<file path="config.mk">
export PLATFORM = sky130hd
export DESIGN_NAME = alu_control
export DESIGN_NICKNAME = d
export VERILOG_FILES = /design/src/rtl/alu_control.sv
export SDC_FILE = /design/constraint.sdc
export NUM_CORES = 1
export LEC_CHECK = 0
export ABC_AREA = 1
export CORE_ASPECT_RATIO = 1.75
export CORE_UTILIZATION = 35
export CTS_CLUSTER_DIAMETER = 40
export DETAILED_ROUTE_END_ITERATION = 10
export PLACE_DENSITY_LB_ADDON = 0.05
export REMOVE_ABC_BUFFERS = 1
export SLEW_MARGIN = 0
export SYNTH_ARGS = -nofsm -noshare
export SYNTH_HDL_FRONTEND = slang
export SYNTH_SLANG_ARGS = --single-unit
export TNS_END_PERCENT = 1
</file>
<file path="constraint.sdc">
create_clock -name clk -period 1.3 [get_ports clk]
set_clock_uncertainty 0.15 [all_clocks]
set_input_delay 0.325 -clock clk [delete_from_list [all_inputs] [get_ports clk]]
set_output_delay 0.325 -clock clk [all_outputs]
set_load 0.02 [all_outputs]
</file>
<file path="src/rtl/alu_control.sv">
// alu_control: decodes MIPS R-type function codes into per-unit control codes.
// Single-cycle classes (ALU, shift, move, illegal) complete one cycle after
// acceptance; MULTU holds the multiplier for MUL_CYCLES cycles and strobes
// hilo_we with done on its final cycle. All outputs are registered.
// Optional feature: define ALU_CONTROL_ILLEGAL_EN to add the 'illegal' output.
module alu_control #(
  parameter int unsigned MUL_CYCLES = 32
) (
  input  logic       clk,
  input  logic       reset,
  input  logic       start,
  input  logic [5:0] funct,
  output logic [5:0] SignaltoALU,
  output logic [5:0] SignaltoSHT,
  output logic [5:0] SignaltoMUL,
  output logic [5:0] SignaltoMUX,
  output logic       hilo_we,
  output logic       busy,
`ifdef ALU_CONTROL_ILLEGAL_EN
  output logic       done,
  output logic       illegal
`else
  output logic       done
`endif
);

  localparam logic [5:0] FnAnd   = 6'b100100;
  localparam logic [5:0] FnOr    = 6'b100101;
  localparam logic [5:0] FnAdd   = 6'b100000;
  localparam logic [5:0] FnSub   = 6'b100010;
  localparam logic [5:0] FnSlt   = 6'b101010;
  localparam logic [5:0] FnSrl   = 6'b000010;
  localparam logic [5:0] FnMfhi  = 6'b010000;
  localparam logic [5:0] FnMflo  = 6'b010010;
  localparam logic [5:0] FnMultu = 6'b011001;

  // Counter values for the final MUL cycle and the one before it; outputs are
  // registered, so the final-cycle strobes are computed one cycle early.
  localparam logic [5:0] CntLast = 6'(MUL_CYCLES - 1);
  localparam logic [5:0] CntPen  = 6'(MUL_CYCLES - 2);

  typedef enum logic [1:0] {StIdle, StExec, StMul} state_e;

  state_e     state_q, state_d;
  logic [5:0] cnt_q, cnt_d;
  logic [5:0] alu_q, alu_d;
  logic [5:0] sht_q, sht_d;
  logic [5:0] mul_q, mul_d;
  logic [5:0] mux_q, mux_d;
  logic       hilo_we_q, hilo_we_d;
  logic       busy_q, busy_d;
  logic       done_q, done_d;
`ifdef ALU_CONTROL_ILLEGAL_EN
  logic       illegal_q, illegal_d;
`endif

  logic is_alu, is_sht, is_mov, is_mul;

  // Classify the requested function code.
  always_comb begin
    is_alu = (funct == FnAnd) || (funct == FnOr) || (funct == FnAdd) ||
             (funct == FnSub) || (funct == FnSlt);
    is_sht = (funct == FnSrl);
    is_mov = (funct == FnMfhi) || (funct == FnMflo);
    is_mul = (funct == FnMultu);
  end

  // State, counter and registered outputs; reset is asynchronous.
  always_ff @(posedge clk or posedge reset) begin
    if (reset) begin
      state_q   <= StIdle;
      cnt_q     <= '0;
      alu_q     <= '0;
      sht_q     <= '0;
      mul_q     <= '0;
      mux_q     <= '0;
      hilo_we_q <= 1'b0;
      busy_q    <= 1'b0;
      done_q    <= 1'b0;
`ifdef ALU_CONTROL_ILLEGAL_EN
      illegal_q <= 1'b0;
`endif
    end else begin
      state_q   <= state_d;
      cnt_q     <= cnt_d;
      alu_q     <= alu_d;
      sht_q     <= sht_d;
      mul_q     <= mul_d;
      mux_q     <= mux_d;
      hilo_we_q <= hilo_we_d;
      busy_q    <= busy_d;
      done_q    <= done_d;
`ifdef ALU_CONTROL_ILLEGAL_EN
      illegal_q <= illegal_d;
`endif
    end
  end

  // Next state and multiply cycle counter; requests are only taken in idle.
  always_comb begin
    state_d = state_q;
    cnt_d   = cnt_q;
    unique case (state_q)
      StIdle: begin
        if (start) begin
          cnt_d   = '0;
          state_d = is_mul ? StMul : StExec;
        end
      end
      StExec: state_d = StIdle;
      StMul: begin
        if (cnt_q == CntLast) begin
          state_d = StIdle;
          cnt_d   = '0;
        end else begin
          cnt_d = cnt_q + 6'd1;
        end
      end
      default: state_d = StIdle;
    endcase
  end

  // Next values of the registered outputs, i.e. what the next cycle shows.
  always_comb begin
    alu_d     = '0;
    sht_d     = '0;
    mul_d     = '0;
    mux_d     = mux_q;
    hilo_we_d = 1'b0;
    busy_d    = 1'b0;
    done_d    = 1'b0;
`ifdef ALU_CONTROL_ILLEGAL_EN
    illegal_d = 1'b0;
`endif
    unique case (state_q)
      StIdle: begin
        if (start) begin
          if (is_alu) begin
            alu_d  = funct;
            mux_d  = funct;
            done_d = 1'b1;
          end else if (is_sht) begin
            sht_d  = funct;
            mux_d  = funct;
            done_d = 1'b1;
          end else if (is_mov) begin
            mux_d  = funct;
            done_d = 1'b1;
          end else if (is_mul) begin
            mul_d  = FnMultu;
            busy_d = 1'b1;
          end else begin
            // Illegal code: complete immediately, leave the MUX select alone.
            done_d = 1'b1;
`ifdef ALU_CONTROL_ILLEGAL_EN
            illegal_d = 1'b1;
`endif
          end
        end
      end
      StExec: ;
      StMul: begin
        if (cnt_q != CntLast) begin
          mul_d     = FnMultu;
          busy_d    = 1'b1;
          hilo_we_d = (cnt_q == CntPen);
          done_d    = (cnt_q == CntPen);
        end
      end
      default: ;
    endcase
  end

  assign SignaltoALU = alu_q;
  assign SignaltoSHT = sht_q;
  assign SignaltoMUL = mul_q;
  assign SignaltoMUX = mux_q;
  assign hilo_we     = hilo_we_q;
  assign busy        = busy_q;
  assign done        = done_q;
`ifdef ALU_CONTROL_ILLEGAL_EN
  assign illegal     = illegal_q;
`endif

endmodule

</file>
==> reports/qor.yml, run 1 <==
outcome: "finished, violations left"
violations: "setup timing"
cts_buffers: 5
numPortBuffers: 32
grt_overflow: 0
slew_violations: 0
p_per_area_nw_per_um2: 1130
drc: 0
cts_root_buf: "clkbuf_8"
critPathKind: "reg -> reg"
finalSetupViolCount: 14
io-pin-count: 36
cts_tree: "yes"
power_uw: 2060
finalCritPeriodShare: 1.04
rsz0062_at_grt: "yes"
placed_area_um2: 1780
syn_inst: 133
worst_slack_ns: -0.0486
worstPathRequired_ns: 1.31
cpPeakStageDelay_ns: 0.38
grt_usage: 0.169
wirelength_mm: 2.76
final_core_util: 0.534
cpMostUsedCell: "nand2_4"
final_area_um2: 1820
path_buf_inv: 1
floorplan.initialDensity: 0.367
fmax_ghz: 0.741
cp_slowest_cell: "dfrtp_1"
layout_commonest_cell: "dfrtp_1"
post_drt_wl_per_cell_um: 11.5
r2r-start: "cnt_q[0]"
area_growth_pct: 45.7
critical-path-top-delay-family: "flip-flops"
layout_common_cells: "29 x dfrtp_1, 24 x nand2_1, 23 x buf_2"
cts_sinks: 29
nets: 206
path_cells: "ha_2, nand2_4, nor2_4, nand2_2, nand2_4, buf_4, o21ai_1"
drtIter0Drc: 15
layout-drive-gt1-share: 0.464
arrival_ns: 1.36
clk_pin_slew_ns: 0.07
reg2reg_to: "SignaltoMUL[3]"
fp.dieH_um: 80.9
preCtsSetupSlack_ns: -0.484
die_area_um2: 3810
syn_avg_cell_area_um2: 9.37
power_leakage_uw: 0.00104
cts_htree_levels: 2
diodes: 0
r2r_cells: 7
min_path_type: "in -> async"
gp_congestion: 0.804
ir_drop_mv: 0.891
ant_nets: 0
crit_path_max_fanout: 4
vias_per_cell: 4.27
vias: 1029
netlist_area_um2: 1250
r2r_slack_ns: -0.05
ctsHoldBuffers: 0
firstDrtPassIters: 4
clk_latency_ns: 0.27
grt_pass1_wl_mm: 4.49
max_cap_viol_count: 0
min_period_ns: 1.35
ys_types: 21
core_area_um2: 3400
grt_pass1_vias: 1045
antenna_found_initial: 0
die_w_um: 47.1
synth-seq-cells: 29
floorplan.rows: 28
critPathLaunchType: "flop"
hold_viol: 0
ys_warn_count: 0
cp-end-kind: "flop"
grt_max_degree: 30
place_hpwl_mm: 2.09
cts_buffer_depth: 2
ys_seq_area_frac: 0.582
stage by stage:
stage / setup TNS, ns / instances / hold WS, ns
final: -0.324 / 241 / 0.228
after global routing: -1.40 / 241 / 0.243
after CTS: -0.522 / 241 / 0.225
after detailed placement: -10.20 / 233 / 0.321
after global placement: -9.25 / 233 / 0.326
after floorplan: 0 / 135 / 0.253
kinds of logic (layout without fill, tap and decap cells):
family | after synthesis | after routing | synth area share
adder cells (fa/ha/maj) | 2 | 2 | 0.0201
AO/OA/AOI/OAI | 8 | 8 | 0.0341
other | 1 | 9 | 0.00301
buffers and inverters | 29 | 84 | 0.106
AND/OR/NAND/NOR | 63 | 63 | 0.247
XOR/XNOR | 1 | 1 | 0.00703
flip-flops | 29 | 29 | 0.582
how the worst max path moves through the flow:
stage             start        endpoint  slack [ns]  cells past startpoint
2_1_floorplan  cnt_q[1]            done       0.005                      8
3_3_place_gp   funct[4]  SignaltoMUX[0]       -0.44                      8
3_5_place_dp   funct[3]  SignaltoMUX[2]       -0.48                     10
4_1_cts        cnt_q[1]            done       -0.11                      8
5_1_grt        cnt_q[0]      state_q[1]       -0.12                      7
6_report       cnt_q[0]  SignaltoMUL[3]       -0.05                      7
power by group:
group          internal (uW)  switching, uW
clock network            368            344
logic                    145            214
registers                957           30.6
total                   1470            588
registers in the layout, indices dropped and copies added, names as in the netlist:
register	cells
SignaltoALU	6
SignaltoMUL	1
SignaltoMUX	6
SignaltoSHT	6
cnt_q	6
done	1
hilo_we	1
state_q	2
synth_stat cells, drive strengths merged:
cell type  instances  share of area
nor3               1         0.0080
nand3              8          0.036
nand4              2          0.010
nor2              18          0.070
conb               1         0.0030
a21oi              1         0.0040
buf                6          0.036
o21ai              5          0.020
clkinv             1         0.0040
ha                 2          0.020
nand2             34           0.12
dfrtp             29           0.58
o22ai              2          0.010
inv               22          0.066
xor2               1         0.0070
worst reg2reg max path, delay by kind of cell (launching register included):
| family | cells | cell delay (ns) |
|---|---|---|
| AO/OA/AOI/OAI | 1 | 0.05 |
| adder cells (fa/ha/maj) | 1 | 0.22 |
| buffers and inverters | 1 | 0.11 |
| flip-flops | 1 | 0.38 |
| AND/OR/NAND/NOR | 4 | 0.33 |
layer usage:
layer	up-vias	global-route usage	wire length (um)	part of all wire
met4	0	0.0771	23	0.0083
li1	510	-	-	-
met1	497	0.171	959	0.35
met5	-	0	0	0
met2	20	0.311	1700	0.62
met3	2	0.0333	73	0.026
repair_timing:
item	in CTS	in global routing
hold endpoints to repair	0	0
pin swaps	3	1
endpoints found under the setup margin	44	30
gates resized for setup	115	9
setup buffers	0	0
cell type report:
type	instances	area (um2)
fillers	359	1580
well taps	45	56.3
inverters	23	90.1
flip-flops and latches	29	726
multi-input cells	83	488
clock buffers	5	68.8
clock inverters	3	17.5
repair buffers	53	369
(Power assumes the default switching activity.)
==> run 2, diff against run 1 <==
--- a/config.mk
+++ b/config.mk
@@ -10,7 +10,6 @@
 export CORE_UTILIZATION = 35
 export CTS_CLUSTER_DIAMETER = 40
 export DETAILED_ROUTE_END_ITERATION = 10
-export PLACE_DENSITY_LB_ADDON = 0.05
 export REMOVE_ABC_BUFFERS = 1
 export SLEW_MARGIN = 0
 export SYNTH_ARGS = -nofsm -noshare
==> run 2 against run 1 <==
Net effect: the flow still finishes with violations (setup timing); critical path depth decreased by 1; combinational power decreased by 7.8%; routed wire length decreased by 14%; critical path type unchanged; largest power group unchanged; die area unchanged; sequential cell count unchanged; first-iteration DRC count decreased by 40%; sequential share of layout area increased by 0.70 points; count of clock-buffer cells in the layout increased by 2; cell count decreased by 1.2%; utilization decreased by 0.92 points; power increased by 2.9%; highest routed layer unchanged; register-to-register slack about the same.
==> reports/qor.yml, run 2 (synthesized netlist as in run 1, its figures left out) <==
cts_tree: "yes"
vias: 969
holdWs_ns: 0.230
firstDrtPassIters: 4
slew_violations: 0
reg2reg_to: "cnt_q[4]"
min_period_ns: 1.34
floorplan.rows: 28
power_leakage_uw: 0.00104
grt_max_degree: 22
arrival_ns: 1.34
critPathKind: "reg -> reg"
die_w_um: 47.1
nets: 203
crit_path_max_fanout: 3
cts_root_buf: "clkbuf_8"
clk_latency_ns: 0.28
final_core_util: 0.525
gp_congestion: 0.777
numPortBuffers: 32
cts_sinks: 29
diodes: 0
grt_pass1_wl_mm: 4.17
layout-drive-gt1-share: 0.420
clk_pin_slew_ns: 0.06
grt_usage: 0.160
cts_buffer_depth: 2
drc: 0
outcome: "finished, violations left"
r2r_cells: 6
layout_commonest_cell: "dfrtp_1"
worstPathRequired_ns: 1.31
ir_drop_mv: 0.759
p_per_area_nw_per_um2: 1190
grt_pass1_vias: 974
vias_per_cell: 4.07
floorplan.initialDensity: 0.367
area_growth_pct: 43.2
min_path_type: "in -> async"
rsz0062_at_grt: "yes"
ant_nets: 0
finalSetupViolCount: 13
critPathLaunchType: "flop"
core_area_um2: 3400
cp-end-kind: "flop"
violations: "setup timing"
r2r_slack_ns: -0.04
worst_slack_ns: -0.0381
hold_viol: 0
wirelength_mm: 2.37
multi_input_area_um2: 467
r2r-start: "cnt_q[0]"
post_drt_wl_per_cell_um: 9.96
fillers: 337
die_area_um2: 3810
grt_overflow: 0
preCtsSetupSlack_ns: -0.468
io-pin-count: 36
drtIter0Drc: 9
fp.dieH_um: 80.9
cts_htree_levels: 2
cts_buffers: 5
finalCritPeriodShare: 1.03
place_hpwl_mm: 1.83
max_cap_viol_count: 0
antenna_found_initial: 0
seq_area_um2: 726
fmax_ghz: 0.747
layout_common_cells: "29 x dfrtp_1, 25 x nand2_1, 24 x buf_2"
[run 2: cell types whose count changed in the layout (fill, tap and decap cells not counted), sizes merged]
cell and change:
buf -3, clkbuf +2, clkdlybuf4s15 +1, clkinv -2, clkinvlp -1, dlygate4sd2 -1
inv +1
[run 2: power breakdown]
group          switching, uW  total, uW  internal [uW]  leakage (uW)
Sequential              28.1        986            958      0.000382
Combinational            197        330            133      0.000601
Clock                    324        801            477     0.0000542
[run 2: area by class of cell]
class / count / share of cell area
Inverter: 23 / 0.0498
Clock inverter: 1 / 0.00281
Timing Repair Buffer: 50 / 0.194
Sequential cell: 29 / 0.407
Multi-Input combinational cell: 83 / 0.262
Clock buffer: 7 / 0.0540
Tap cell: 45 / 0.0316
[run 2: worst max-delay path by stage]
| stage | end | start | cells after the start | slack [ns] |
|---|---|---|---|---|
| 2_1_floorplan | done | cnt_q[1] | 8 | 0.005 |
| 3_3_place_gp | SignaltoMUX[4] | funct[1] | 8 | -0.45 |
| 3_5_place_dp | SignaltoMUX[3] | funct[1] | 8 | -0.47 |
| 4_1_cts | cnt_q[4] | cnt_q[0] | 6 | -0.08 |
| 5_1_grt | done | cnt_q[0] | 6 | -0.14 |
| 6_report | cnt_q[4] | cnt_q[0] | 6 | -0.04 |
[run 2: worst max-delay path: stages, from the launching register on]
cell and delay (ns):
dfrtp_1 0.41, ha_4 0.17, nand2_4 0.05, nor2_4 0.10, buf_4 0.11, xor2_1 0.14
o22ai_1 0.09
[run 2: per-stage QoR]
stage	total power, uW	cell area [um2]	std cells	TNS (ns)
finish	2120	1780	238	-0.165
global route	2220	1780	238	-1.09
CTS	2140	1760	238	-0.484
detailed placement	1380	1760	230	-9.35
global placement	1380	1760	230	-8.95
floorplan	1170	1230	135	0
[run 2: what timing repair did]
| item | 4_1_cts | 5_1_grt |
|---|---|---|
| endpoints found under the setup margin | 44 | 25 |
| gates cloned | 0 | 0 |
| resized for setup | 111 | 5 |
| pin swaps | 2 | 0 |
| hold buffers | 0 | 0 |
| setup buffers | 0 | 0 |
[run 2: metal layers]
layer,share of wire,track usage
met5,0,0
met4,0.019,0.0857
met2,0.53,0.254
met1,0.40,0.175
met3,0.051,0.0622
